$ cat src/rtl/i2s_dac_tx.sv
// i2s_dac_tx: stereo sample FIFO feeding a serial DAC link (mclk/sclk/lrck/sdti).
// One free-running counter derives every DAC clock; once per frame a 64-bit
// shift register is loaded from the FIFO head and shifted out MSB first.
// Optional feature: define I2S_DAC_TX_MUTE_EN to add a 'mute' input that
// loads zero frames while the FIFO keeps draining.
module i2s_dac_tx #(
  parameter int SAMPLE_W  = 16,
  parameter int MODE      = 0,
  parameter int RJ_W      = 20,
  parameter int MCLK_LOG2 = 2,
  parameter int SCLK_LOG2 = 4,
  parameter int FIFO_LOG2 = 2
) (
  input  logic                clk,
  input  logic                reset,
`ifdef I2S_DAC_TX_MUTE_EN
  input  logic                mute,
`endif
  input  logic [SAMPLE_W-1:0] in_l,
  input  logic [SAMPLE_W-1:0] in_r,
  input  logic                in_valid,
  output logic                in_ready,
  output logic [FIFO_LOG2:0]  level,
  output logic                underrun,
  output logic                mclk,
  output logic                sclk,
  output logic                lrck,
  output logic                sdti
);

  localparam int CW    = SCLK_LOG2 + 7;
  localparam int DEPTH = 1 << FIFO_LOG2;
  localparam int PW    = 2 * SAMPLE_W;
  localparam logic [FIFO_LOG2:0] LEVEL_FULL = {1'b1, {FIFO_LOG2{1'b0}}};

  logic [CW-1:0]        r_timing;
  logic [63:0]          r_shift;
  logic [PW-1:0]        r_mem [DEPTH];
  logic [FIFO_LOG2-1:0] r_rd_ptr;
  logic [FIFO_LOG2-1:0] r_wr_ptr;
  logic [FIFO_LOG2:0]   r_level;

  logic                 w_load;
  logic                 w_shift;
  logic                 w_empty;
  logic                 w_push;
  logic                 w_pop;
  logic                 w_mute;
  logic [PW-1:0]        w_head;
  logic [63:0]          w_frame;

  // Place one sample into a 32-bit slot according to the serial format.
  function automatic logic [31:0] f_slot(input logic [SAMPLE_W-1:0] s);
    logic [31:0] sx;
    logic [31:0] mask;
    sx   = {{(32-SAMPLE_W){s[SAMPLE_W-1]}}, s};
    mask = (RJ_W >= 32) ? 32'hFFFF_FFFF : 32'((64'd1 << RJ_W) - 64'd1);
    case (MODE)
      1:       f_slot = {1'b0, s, {(31-SAMPLE_W){1'b0}}};
      2:       f_slot = sx & mask;
      default: f_slot = {s, {(32-SAMPLE_W){1'b0}}};
    endcase
  endfunction

`ifdef I2S_DAC_TX_MUTE_EN
  assign w_mute = mute;
`else
  assign w_mute = 1'b0;
`endif

  // Frame load on the last counter value; shifts on each sclk falling transition.
  assign w_load  = (r_timing == {CW{1'b1}});
  assign w_shift = (r_timing[SCLK_LOG2:0] == {(SCLK_LOG2+1){1'b1}}) && !w_load;

  // A full FIFO refuses pushes even when a pop happens the same cycle, since
  // in_ready looks only at the registered level.
  assign w_empty  = (r_level == '0);
  assign in_ready = (r_level < LEVEL_FULL);
  assign w_push   = in_valid && in_ready;
  assign w_pop    = w_load && !w_empty;

  assign w_head  = r_mem[r_rd_ptr];
  assign w_frame = (w_empty || w_mute) ? 64'd0
                 : {f_slot(w_head[PW-1 -: SAMPLE_W]), f_slot(w_head[SAMPLE_W-1:0])};

  assign mclk     = r_timing[MCLK_LOG2];
  assign sclk     = r_timing[SCLK_LOG2];
  assign lrck     = r_timing[CW-1];
  assign sdti     = r_shift[63];
  assign level    = r_level;
  assign underrun = w_load && w_empty && !reset;

  // Free-running frame counter; every DAC clock is a bit of it.
  always_ff @(posedge clk) begin
    // NOTE: state registers use non-blocking assignments so every block sees
    // the pre-edge values of all registers, independent of evaluation order.
    if (reset) r_timing <= '0;
    else       r_timing <= r_timing + 1'b1;
  end

  // Output shift register: load a whole frame, then shift out MSB first.
  always_ff @(posedge clk) begin
    if (reset)        r_shift <= '0;
    else if (w_load)  r_shift <= w_frame;
    else if (w_shift) r_shift <= {r_shift[62:0], 1'b0};
  end

  // FIFO storage written on an accepted push.
  always_ff @(posedge clk) begin
    // NOTE: the sample array has no reset; stale entries are never read because
    // the pointers and level are reset and gate every access.
    if (w_push) r_mem[r_wr_ptr] <= {in_l, in_r};
  end

  // FIFO pointers and occupancy; pointers wrap naturally at their width.
  always_ff @(posedge clk) begin
    if (reset) begin
      r_wr_ptr <= '0;
      r_rd_ptr <= '0;
      r_level  <= '0;
    end else begin
      if (w_push) r_wr_ptr <= r_wr_ptr + 1'b1;
      if (w_pop)  r_rd_ptr <= r_rd_ptr + 1'b1;
      case ({w_push, w_pop})
        2'b10:   r_level <= r_level + 1'b1;
        2'b01:   r_level <= r_level - 1'b1;
        default: r_level <= r_level;
      endcase
    end
  end

endmodule
$ cat config.mk
export PLATFORM = sky130hd
export DESIGN_NAME = i2s_dac_tx
export DESIGN_NICKNAME = d
export VERILOG_FILES = /design/src/rtl/i2s_dac_tx.sv
export SDC_FILE = /design/constraint.sdc
export NUM_CORES = 1
export LEC_CHECK = 0
export ABC_CLOCK_PERIOD_IN_PS = 8000
export BUFFER_PORTS_ARGS = -buffer_cell sky130_fd_sc_hd__buf_2
export CAP_MARGIN = 5
export CORE_MARGIN = 2
export CORE_UTILIZATION = 60
export CTS_BUF_LIST = sky130_fd_sc_hd__clkbuf_4
export DETAILED_ROUTE_END_ITERATION = 8
export PLACE_DENSITY = 0.75
export SYNTH_ARGS = -nofsm -noshare
export SYNTH_HDL_FRONTEND = slang
export SYNTH_SLANG_ARGS = --single-unit
$ cat constraint.sdc
create_clock -name clk -period 8 [get_ports clk]
set_clock_uncertainty 0.05 [all_clocks]
set_input_delay 0.4 -clock clk [delete_from_list [all_inputs] [get_ports clk]]
set_output_delay 0.4 -clock clk [all_outputs]
set_load 0.02 [all_outputs]
==> metrics, run 1 <==
I/O pins 44; global placer's final weighted congestion 0.753; library cells used by synthesis 39; Hold WC Path Type input pin to flop; htree depth 4; Mapped Avg Cell Area 16.5 µm²; Worst Reg-to-Reg Cells 10; commonest non-fill, non-tap cell in the layout edfxtp_1; DRT iter0 DRCs 252; final hold viol count 0; FMAX 335 MHz; DIE WIDTH 117 µm; most frequent cells in the layout 128 x edfxtp_1, 67 x dfxtp_1, 49 x nor2_1, 43 x buf_2; Seq pwr share 63.7%; Worst-Skew Late Latency 580 ps; RSZ-0062 raised after global routing false; hold wc startpoint in_valid; Hold Crit Depth 4; Power, Total 1.76 mW; Yosys reg bits 196; largest net degree at the start of global routing 49; antenna violation net count after detailed routing 0; Synth-to-Final Area Change 12.8%; crit start category flop; Setup TNS 0 ps; Cell Int Power 1.38 mW; post-synthesis cell count 462; clk sinks 196; Yosys Warn Count 0; wire length per cell 17.7 µm; required time of the critical path 7550 ps; via count 3925; Clk network pwr share 31.1%; Die ar. 13600 µm²; Sw Pwr 0.386 mW; total global routing overflow 0; hold endpoint r_wr_ptr[0]; Maximum Capacitance Violations 0; actual slew at the worst max-slew pin 799 ps; peak supply drop 0.173 mV; FF-to-FF End level[2]; min Tclk post-route 2980 ps; Fin Hold WS 282 ps; dpl hpwl 7.84 mm; Slew headroom 46.8%; WP data arrival 2530 ps; FF-to-FF setup slack 5150 ps; Clock transition at path regs 150 ps; CTS tree built; Buf/Inv on CP 1; TritonRoute pass-1 iters 4; CP delay by family, top simple AND/OR/NAND/NOR gates; worst r2r src r_timing[0]; Post-Syn Area 7600 µm²; global-route wire length before repair 20.5 mm; Tot GR Track Use 20.8%; DRC 0; cts repair resizes 0; Starting Density 60.7%; Mapped Nets 505; CP max stage delay 560 ps; fin util 68.5%; final WL 12.9 mm; sequential-to-total area share from yosys stat 68.5%; CTS Root Cell clkbuf_4; Crit Path Max Fanout 22; vias in the first global route 4038; Placed Instances 660; die height 117 µm; Vias/cell 5.41; core area 12500 µm²; CP max-delay cell or3_4; initial antenna violation count 1; crit-path cells ha_1 > nand3_1 > or3_4 > nor3b_1 > buf_2; NumNets Final 582; Leak 2.92 nW; Port Buffers 43; Final Max Slew Viols 0; Sw Ratio 21.9%; Worst Setup End Kind output port; layout cells sized above 1 28.3%; status completed; num rows 41; Clock Tree Buf Depth 2; final worst-path cycle share 37.3%; Inserted Clock Buffers 17; critical path class flop to output port; Comb power frac 5.2%; Finished Layout Cells 725; pwr dens 206 nW/µm²; # setup viols final 0
[power by group through the flow]
stage	sequential [mW]	combinational, mW	clock (mW)
finish	1.12	0.0916	0.549
global route	1.13	0.100	0.596
CTS	1.12	0.0929	0.558
detailed placement	1.15	0.0807	0
global placement	1.14	0.0785	0
floorplan	1.14	0.0463	0
[cells in the mapped netlist, drive strengths merged]
cell type	count	area, µm²
dfxtp	68	1360
nand2b	2	15.0
nor4	1	21.3
mux4	32	721
a21bo	1	10.0
and3	2	15.0
o22ai	12	138
clkbuf	9	33.8
nor2	49	184
fa	1	20.0
nand2	4	17.5
xor2	4	35.0
mux2i	28	280
xnor2	5	43.8
nor3b	1	7.51
buf	17	124
mux2	19	214
and2	4	25.0
nand3b	2	15.0
ha	7	87.6
a22oi	19	143
or3	5	38.8
a21oi	8	43.8
o21ai	4	20.0
nand3	4	20.0
nand4	1	21.3
edfxtp	128	3840
nor2b	3	18.8
nor3	3	15.0
inv	19	71.3
[sequential cells by signal, indices dropped and copies added, names as in the netlist, named ones only]
signal	cells
r_rd_ptr	2
r_mem	128
r_shift	48
r_timing	11
level	3
r_wr_ptr	2
[worst max-delay path by stage]
stage                start        to  slack [ps]  depth (start not counted)
6_report       r_timing[0]  underrun        5020                          5
5_1_grt        r_timing[0]  underrun        4910                          5
3_3_place_gp   r_timing[0]  level[2]        5260                         10
2_1_floorplan  r_timing[2]  level[2]        5330                          9
3_5_place_dp   r_timing[0]  level[2]        5160                         10
4_1_cts        r_timing[0]  underrun        4980                          5
[stage by stage]
stage / worst slack [ps] / instance area [µm²]
6_report: 5020 / 8580
3_3_place_gp: 5260 / 7950
5_1_grt: 4910 / 8580
2_1_floorplan: 5330 / 7600
3_5_place_dp: 5160 / 7950
4_1_cts: 4980 / 8580
[cell type report]
type                    instances  area, µm²
repair buffers                 84        603
flip-flops and latches        196       5210
clock inverters                14        173
clock buffers                  18        135
fillers                       870       3940
multi-input cells             221       2170
inverters                      19       71.3
diodes                          1       2.50
well taps                     172        215
[tightest hold or removal path, stage by stage]
cell     delay (ps)
buf_2            90
nor2b_1         190
xnor2_1         170
nor2_1           40
[cells by family (layout without fill, tap and decap cells)]
group                      after synthesis  count (layout)  synth area share [%]
AOI/OAI and AO/OA                       44              44                  4.66
xor gates and xnor gates                 9               9                  1.04
adders and majority gates                8               8                  1.42
buffers and inverters                   45             135                  3.01
DFF                                    196             196                  68.5
muxes                                   79              79                  16.0
other                                    0               1                     0
and+or+nand+nor                         81              81                  5.45
[timing repair]
item	in CTS	in global routing
setup buffers	0	0
hold endpoints to repair	128	0
hold buffers	32	0
[routing by layer]
metal,GRT usage [%],part of all wire (%)
met1,25.6,42
met4,7.45,1.4
met2,36.0,53
met5,0,0
met3,5.45,3.5
No activity file was read; power rests on OpenSTA's default activity.
==> inputs of run 2 (changes only) <==
- ABC_AREA: unset -> 1
- ABC_CLOCK_PERIOD_IN_PS: 8000 -> 2820
- PLACE_DENSITY: 0.75 -> 0.74
- clock period: 8 -> 2.82 ns (I/O delays scaled with it)
==> run 2 against run 1 <==
Effect of this change:
- critical path depth grew 7
- first-iteration DRC count up 54%
- sequential power increased to 2.8 times the previous value
- wire length grew 22%
- synthesized area grew 8.7%
- die area increased by 8.4%
- register-to-register slack got worse by 4800 ps
- final cell count rose by 51%
- clock power rose to 2.8 times the previous value
- clock-buffer cell count decreased by 1
- global-route usage up 2.0 points
- worst setup slack got worse by 4700 ps
==> metrics, run 2 <==
Vias/cell 5.18 (-4.3%); crit start category flop; CTS Root Cell clkbuf_4; via count 5682 (+45%); WP data arrival 2950 ps (+420 ps); wire length per cell 14.3 µm (-19%); most frequent cell after synthesis nand2_1; synth top area cells edfxtp_1 47%, dfxtp_1 16%, nand2_1 8.6%; pwr dens 540 nW/µm² (+160%); Power, Total 4.98 mW (+180%); Worst-Skew Late Latency 590 ps (about the same); Tot GR Track Use 22.9% (+2.0 points); DRT iter0 DRCs 387 (+54%); Starting Density 61.9% (+1.1 points); actual slew at the worst max-slew pin 792 ps (-6.18 ps); final worst-path cycle share 89.1%; dpl hpwl 9.15 mm (+17%); Crit Path Max Fanout 14 (-36%); Mapped Nets 885 (+75%); status completed; EDFF count, synth 128 (unchanged); Die ar. 14700 µm² (+8.4%); global-route wire length before repair 25.8 mm (+26%); Synth Flop Type edfxtp_1; Port Buffers 43 (unchanged); initial antenna violation count 1 (unchanged); antenna violation net count after detailed routing 0 (unchanged); htree depth 4 (unchanged); Mapped Avg Cell Area 9.81 µm² (-40%); critical path class flop to flop; final WL 15.7 mm (+22%); Hold WC Path Type input pin to flop; final hold viol count 0 (unchanged); NumNets Final 950 (+63%); most frequent cells in the layout 190 x nand2_1, 135 x inv_1, 128 x edfxtp_1, 76 x nand3_1, 67 x dfxtp_1; DRC 0 (unchanged); Yosys Warn Count 0 (unchanged); Setup Fix Bufs, Post-CTS 0 (unchanged); TritonRoute pass-1 iters 5 (+1); Synth-to-Final Area Change 11.6%; min Tclk post-route 2510 ps; post-synthesis cell count 842 (+82%); top cells by instance count after synthesis 190 x nand2_1, 135 x inv_1, 128 x edfxtp_1; required time of the critical path 3260 ps (-4290 ps); fin util 69.1% (+0.54 points); die height 121 µm (+4.1%); Post-Syn Area 8260 µm² (+8.7%); Final Max Slew Viols 0 (unchanged); # setup viols final 0 (unchanged); peak supply drop 0.528 mV (+210%); Largest Register r_mem; I/O pins 44 (unchanged); Maximum Capacitance Violations 0 (unchanged); num rows 42 (+2.4%); Fin Hold WS 231 ps (-51.3 ps); global placer's final weighted congestion 0.837 (+11%); area leader, netlist edfxtp_1; Leak 3.85 nW (+32%); Slew headroom 47.2% (+0.41 points); RSZ-0062 raised after global routing false; Largest register FFs 128 (unchanged); total global routing overflow 0 (unchanged); vias in the first global route 5577 (+38%); Place WS 350 ps (-4810 ps); CTS tree built; DIE WIDTH 121 µm (+4.1%); Yosys reg bits 196 (unchanged); largest net degree at the start of global routing 65 (+33%); commonest non-fill, non-tap cell in the layout nand2_1; FFs w/ async S/R, synth 0% (unchanged); Clock Tree Buf Depth 2 (unchanged); library cells used by synthesis 27 (-31%); Clock transition at path regs 160 ps (about the same); clk sinks 196 (unchanged); FMAX 398 MHz; Inserted Clock Buffers 17 (unchanged); PnR worst setup slack 307 ps (-4710 ps); core area 13300 µm² (+6.6%); Setup TNS 0 ps (unchanged); Synth top area share 46.5% (-4.0 points); layout cells sized above 1 14.0% (-14 points); Worst Setup End Kind flop; sequential-to-total area share from yosys stat 63.0% (-5.5 points); top flop regs r_mem x128, r_shift x48, r_timing x11
-- run 2: worst paths after layout --
path / from / end / slack (ps) / cells after the start
setup / recovery: r_timing[0] / level[2] / 310 / 12
hold / removal: in_l[1] / r_mem[0][17] / 230 / 2
setup reg to reg: r_timing[0] / level[2] / 310 / 12
hold reg to reg: r_timing[0] / r_timing[0] / 420 / 1
-- run 2: worst max-delay path: stages (launching register included) --
cell and delay (ps):
dfxtp_1 380, ha_1 180, nand2_1 110, nor2_4 180, nand4_1 180, clkinv_2 200
ha_1 180, inv_1 70, fa_1 370, a21oi_1 140, o21ai_0 120, o21ai_0 200
a21oi_1 60
-- run 2: kinds of logic after synthesis --
group | count (synthesis) | share of synthesized area [%]
AO/OA/AOI/OAI | 97 | 5.88
XOR/XNOR | 2 | 0.212
adder cells (fa/ha/maj) | 8 | 1.30
buffers and inverters | 181 | 9.06
flip-flops | 196 | 63.0
multiplexers | 28 | 3.82
AND/OR/NAND/NOR | 330 | 16.7
-- run 2: routing by layer --
metal / up-vias / track usage [%] / wire length (µm)
li1: 2848 / - / -
met1: 2705 / 26.8 / 6570
met2: 107 / 40.6 / 8180
met3: 22 / 5.40 / 698
met4: 0 / 8.76 / 273
met5: - / 0 / 0
-- run 2: what timing repair did --
item / in CTS / in global routing
hold buffers: 34 / 0
endpoints found under the hold margin: 154 / 0
resized for setup: 0 / 0
-- run 2: cell type report --
type	instances	area (µm²)
sequential	196	5210
antenna	1	2.50
multi-input combinational	465	2320
clock buffer	17	128
fill	993	4130
timing repair buffer	86	636
tap	176	220
inverter	141	532
clock inverter	15	175
-- run 2: report_power, final --
group	switching, mW	total [mW]	internal [mW]
Sequential	0.0243	3.18	3.15
Clock	0.977	1.53	0.548
Combinational	0.182	0.280	0.0977
Total	1.18	4.98	3.80
-- run 2: through the flow --
| step | instance area (µm²) | instances |
|---|---|---|
| floorplan | 8260 | 842 |
| global placement | 8570 | 1030 |
| detailed placement | 8570 | 1030 |
| CTS | 9220 | 1096 |
| global route | 9220 | 1097 |
| finish | 9220 | 1097 |
==> inputs of run 3 (changes only) <==
- ABC_AREA: 1 -> unset
- PLACE_DENSITY: 0.74 -> 0.75
==> run 3 against run 2 <==
Effect of this change:
- first-iteration DRC count shrank 40%
- die area shrank 7.7%
- global-route usage shrank 1.4 points
- worst setup slack lost 100 ps
- via count shrank 29%
- register-to-register slack is essentially flat
- total power shrank 2.8%
- largest power group unchanged
==> metrics, run 3 (synthesized netlist as in run 1, its figures left out) <==
status completed; hold_buf cts 33 (-2.9%); Power, Total 4.85 mW (-2.8%); num rows 41 (-2.4%); CP delay by family, top simple AND/OR/NAND/NOR gates; final hold viol count 0 (unchanged); initial antenna violation count 0 (-1); PnR worst setup slack 207 ps (-99.9 ps); Multi-input gate area 2170 µm² (-6.4%); WP data arrival 2420 ps (-530 ps); clk sinks 196 (unchanged); n_diodes 0 (-1); via count 4013 (-29%); final worst-path cycle share 92.7% (+3.5 points); Comb power frac 5.7% (about the same); critical path class flop to output port; Fin Hold WS 59.5 ps (-171 ps); Port Buffers 43 (unchanged); peak supply drop 0.450 mV (-15%); Leak 2.93 nW (-24%); CP max-delay cell or3_4; RSZ-0062 raised after global routing false; crit-path cells ha_1 > nand3_1 > or3_4 > nor3b_1 > buf_2; # setup viols final 0 (unchanged); Largest Register r_mem; largest net degree at the start of global routing 49 (-25%); post-route cell area 8640 µm² (-6.3%); Sw Pwr 1.03 mW (-13%); Clock transition at path regs 140 ps (-20 ps); area post-placement 8050 µm² (-6.2%); FMAX 383 MHz (-3.8%); Setup Fix Bufs, Post-CTS 0 (unchanged); crit start category flop; DIE WIDTH 117 µm (-3.9%); Finished Layout Cells 728 (-34%); Buf/Inv on CP 1 (-1); htree depth 4 (unchanged); Hold WC Path Type input pin to flop; global-route wire length before repair 21.4 mm (-17%); Inserted Clock Buffers 17 (unchanged); dpl hpwl 7.81 mm (-15%); Worst Setup End Kind output port; Cell Int Power 3.82 mW (+0.50%); Largest register FFs 128 (unchanged); DRT iter0 DRCs 233 (-40%); critical path launch point r_timing[0]; Synth-to-Final Area Change 13.6%; Vias/cell 5.51 (+6.4%); Starting Density 60.7% (-1.1 points); Maximum Capacitance Violations 0 (unchanged); NumNets Final 586 (-38%); Clk network pwr share 28.6% (-2.0 points); Slew headroom 59.8% (+13 points); Setup TNS 0 ps (unchanged); Clock Tree Buf Depth 2 (unchanged); Place WS 333 ps (-17.7 ps); die height 117 µm (-3.9%); pwr dens 561 nW/µm² (+3.8%); Reg area 5210 µm² (unchanged); min Tclk post-route 2610 ps (+99.9 ps); wire length per cell 18.0 µm (+26%); FILL cells 864 (-13%); DRC 0 (unchanged); Placed Instances 663 (-36%); worst r2r src r_timing[0]; CTS Root Cell clkbuf_4; hold wc startpoint in_valid; antenna violation net count after detailed routing 0 (unchanged); Tot GR Track Use 21.5% (-1.4 points); actual slew at the worst max-slew pin 602 ps (-191 ps); Final Max Slew Viols 0 (unchanged); Seq pwr share 65.7% (+1.9 points); CTS tree built; most frequent cells in the layout 128 x edfxtp_1, 67 x dfxtp_1, 49 x nor2_1, 43 x buf_2, 33 x dlygate4sd3_1; Worst-Skew Late Latency 550 ps (-40 ps); layout cells sized above 1 28.1% (+14 points); Sw Ratio 21.2% (-2.5 points); core area 12500 µm² (-6.2%); TritonRoute pass-1 iters 4 (-1); Die ar. 13600 µm² (-7.7%); CP max stage delay 570 ps (+190 ps); vias in the first global route 4116 (-26%); final WL 13.1 mm (-16%); top flop regs r_mem x128, r_shift x48, r_timing x11; cts repair resizes 0 (unchanged); required time of the critical path 2630 ps (-630 ps); fin util 69.0% (about the same); total global routing overflow 0 (unchanged); I/O pins 44 (unchanged); global placer's final weighted congestion 0.721 (-14%); commonest non-fill, non-tap cell in the layout edfxtp_1; Crit Path Max Fanout 22 (+8)
[run 3: final cells by class]
cell class,instances,area share (%)
Clock inverter,12,1.32
Timing Repair Buffer,88,8.23
Sequential cell,196,60.3
Clock buffer,20,1.74
Multi-Input combinational cell,221,25.1
Inverter,19,0.825
Tap cell,172,2.49
[run 3: power groups by stage]
stage          Combinational, mW  Sequential, mW  Clock (mW)
4_1_cts                    0.276            3.18        1.43
6_report                   0.275            3.18        1.39
3_3_place_gp               0.233            3.24           0
5_1_grt                    0.301            3.19        1.54
3_5_place_dp               0.239            3.25           0
2_1_floorplan              0.131            3.25           0
[run 3: routing by layer]
layer	wire length, µm	global-route usage [%]
met5	0	0
met4	199	7.76
met3	398	4.36
met2	6760	36.2
met1	5780	28.2
[run 3: worst register-to-register path: stages (launching register included)]
cell and delay [ps]:
dfxtp_1 380, ha_1 230, nand3_1 210, nor4_4 330, ha_1 220, inv_1 60, fa_1 370, xor2_1 160
or3_1 310, a21oi_1 140
[run 3: worst paths after layout]
path	slack (ps)	cells past startpoint	end
min reg2reg	410	1	r_timing[0]
min	60	4	r_wr_ptr[0]
max reg2reg	310	9	level[2]
max	210	5	underrun
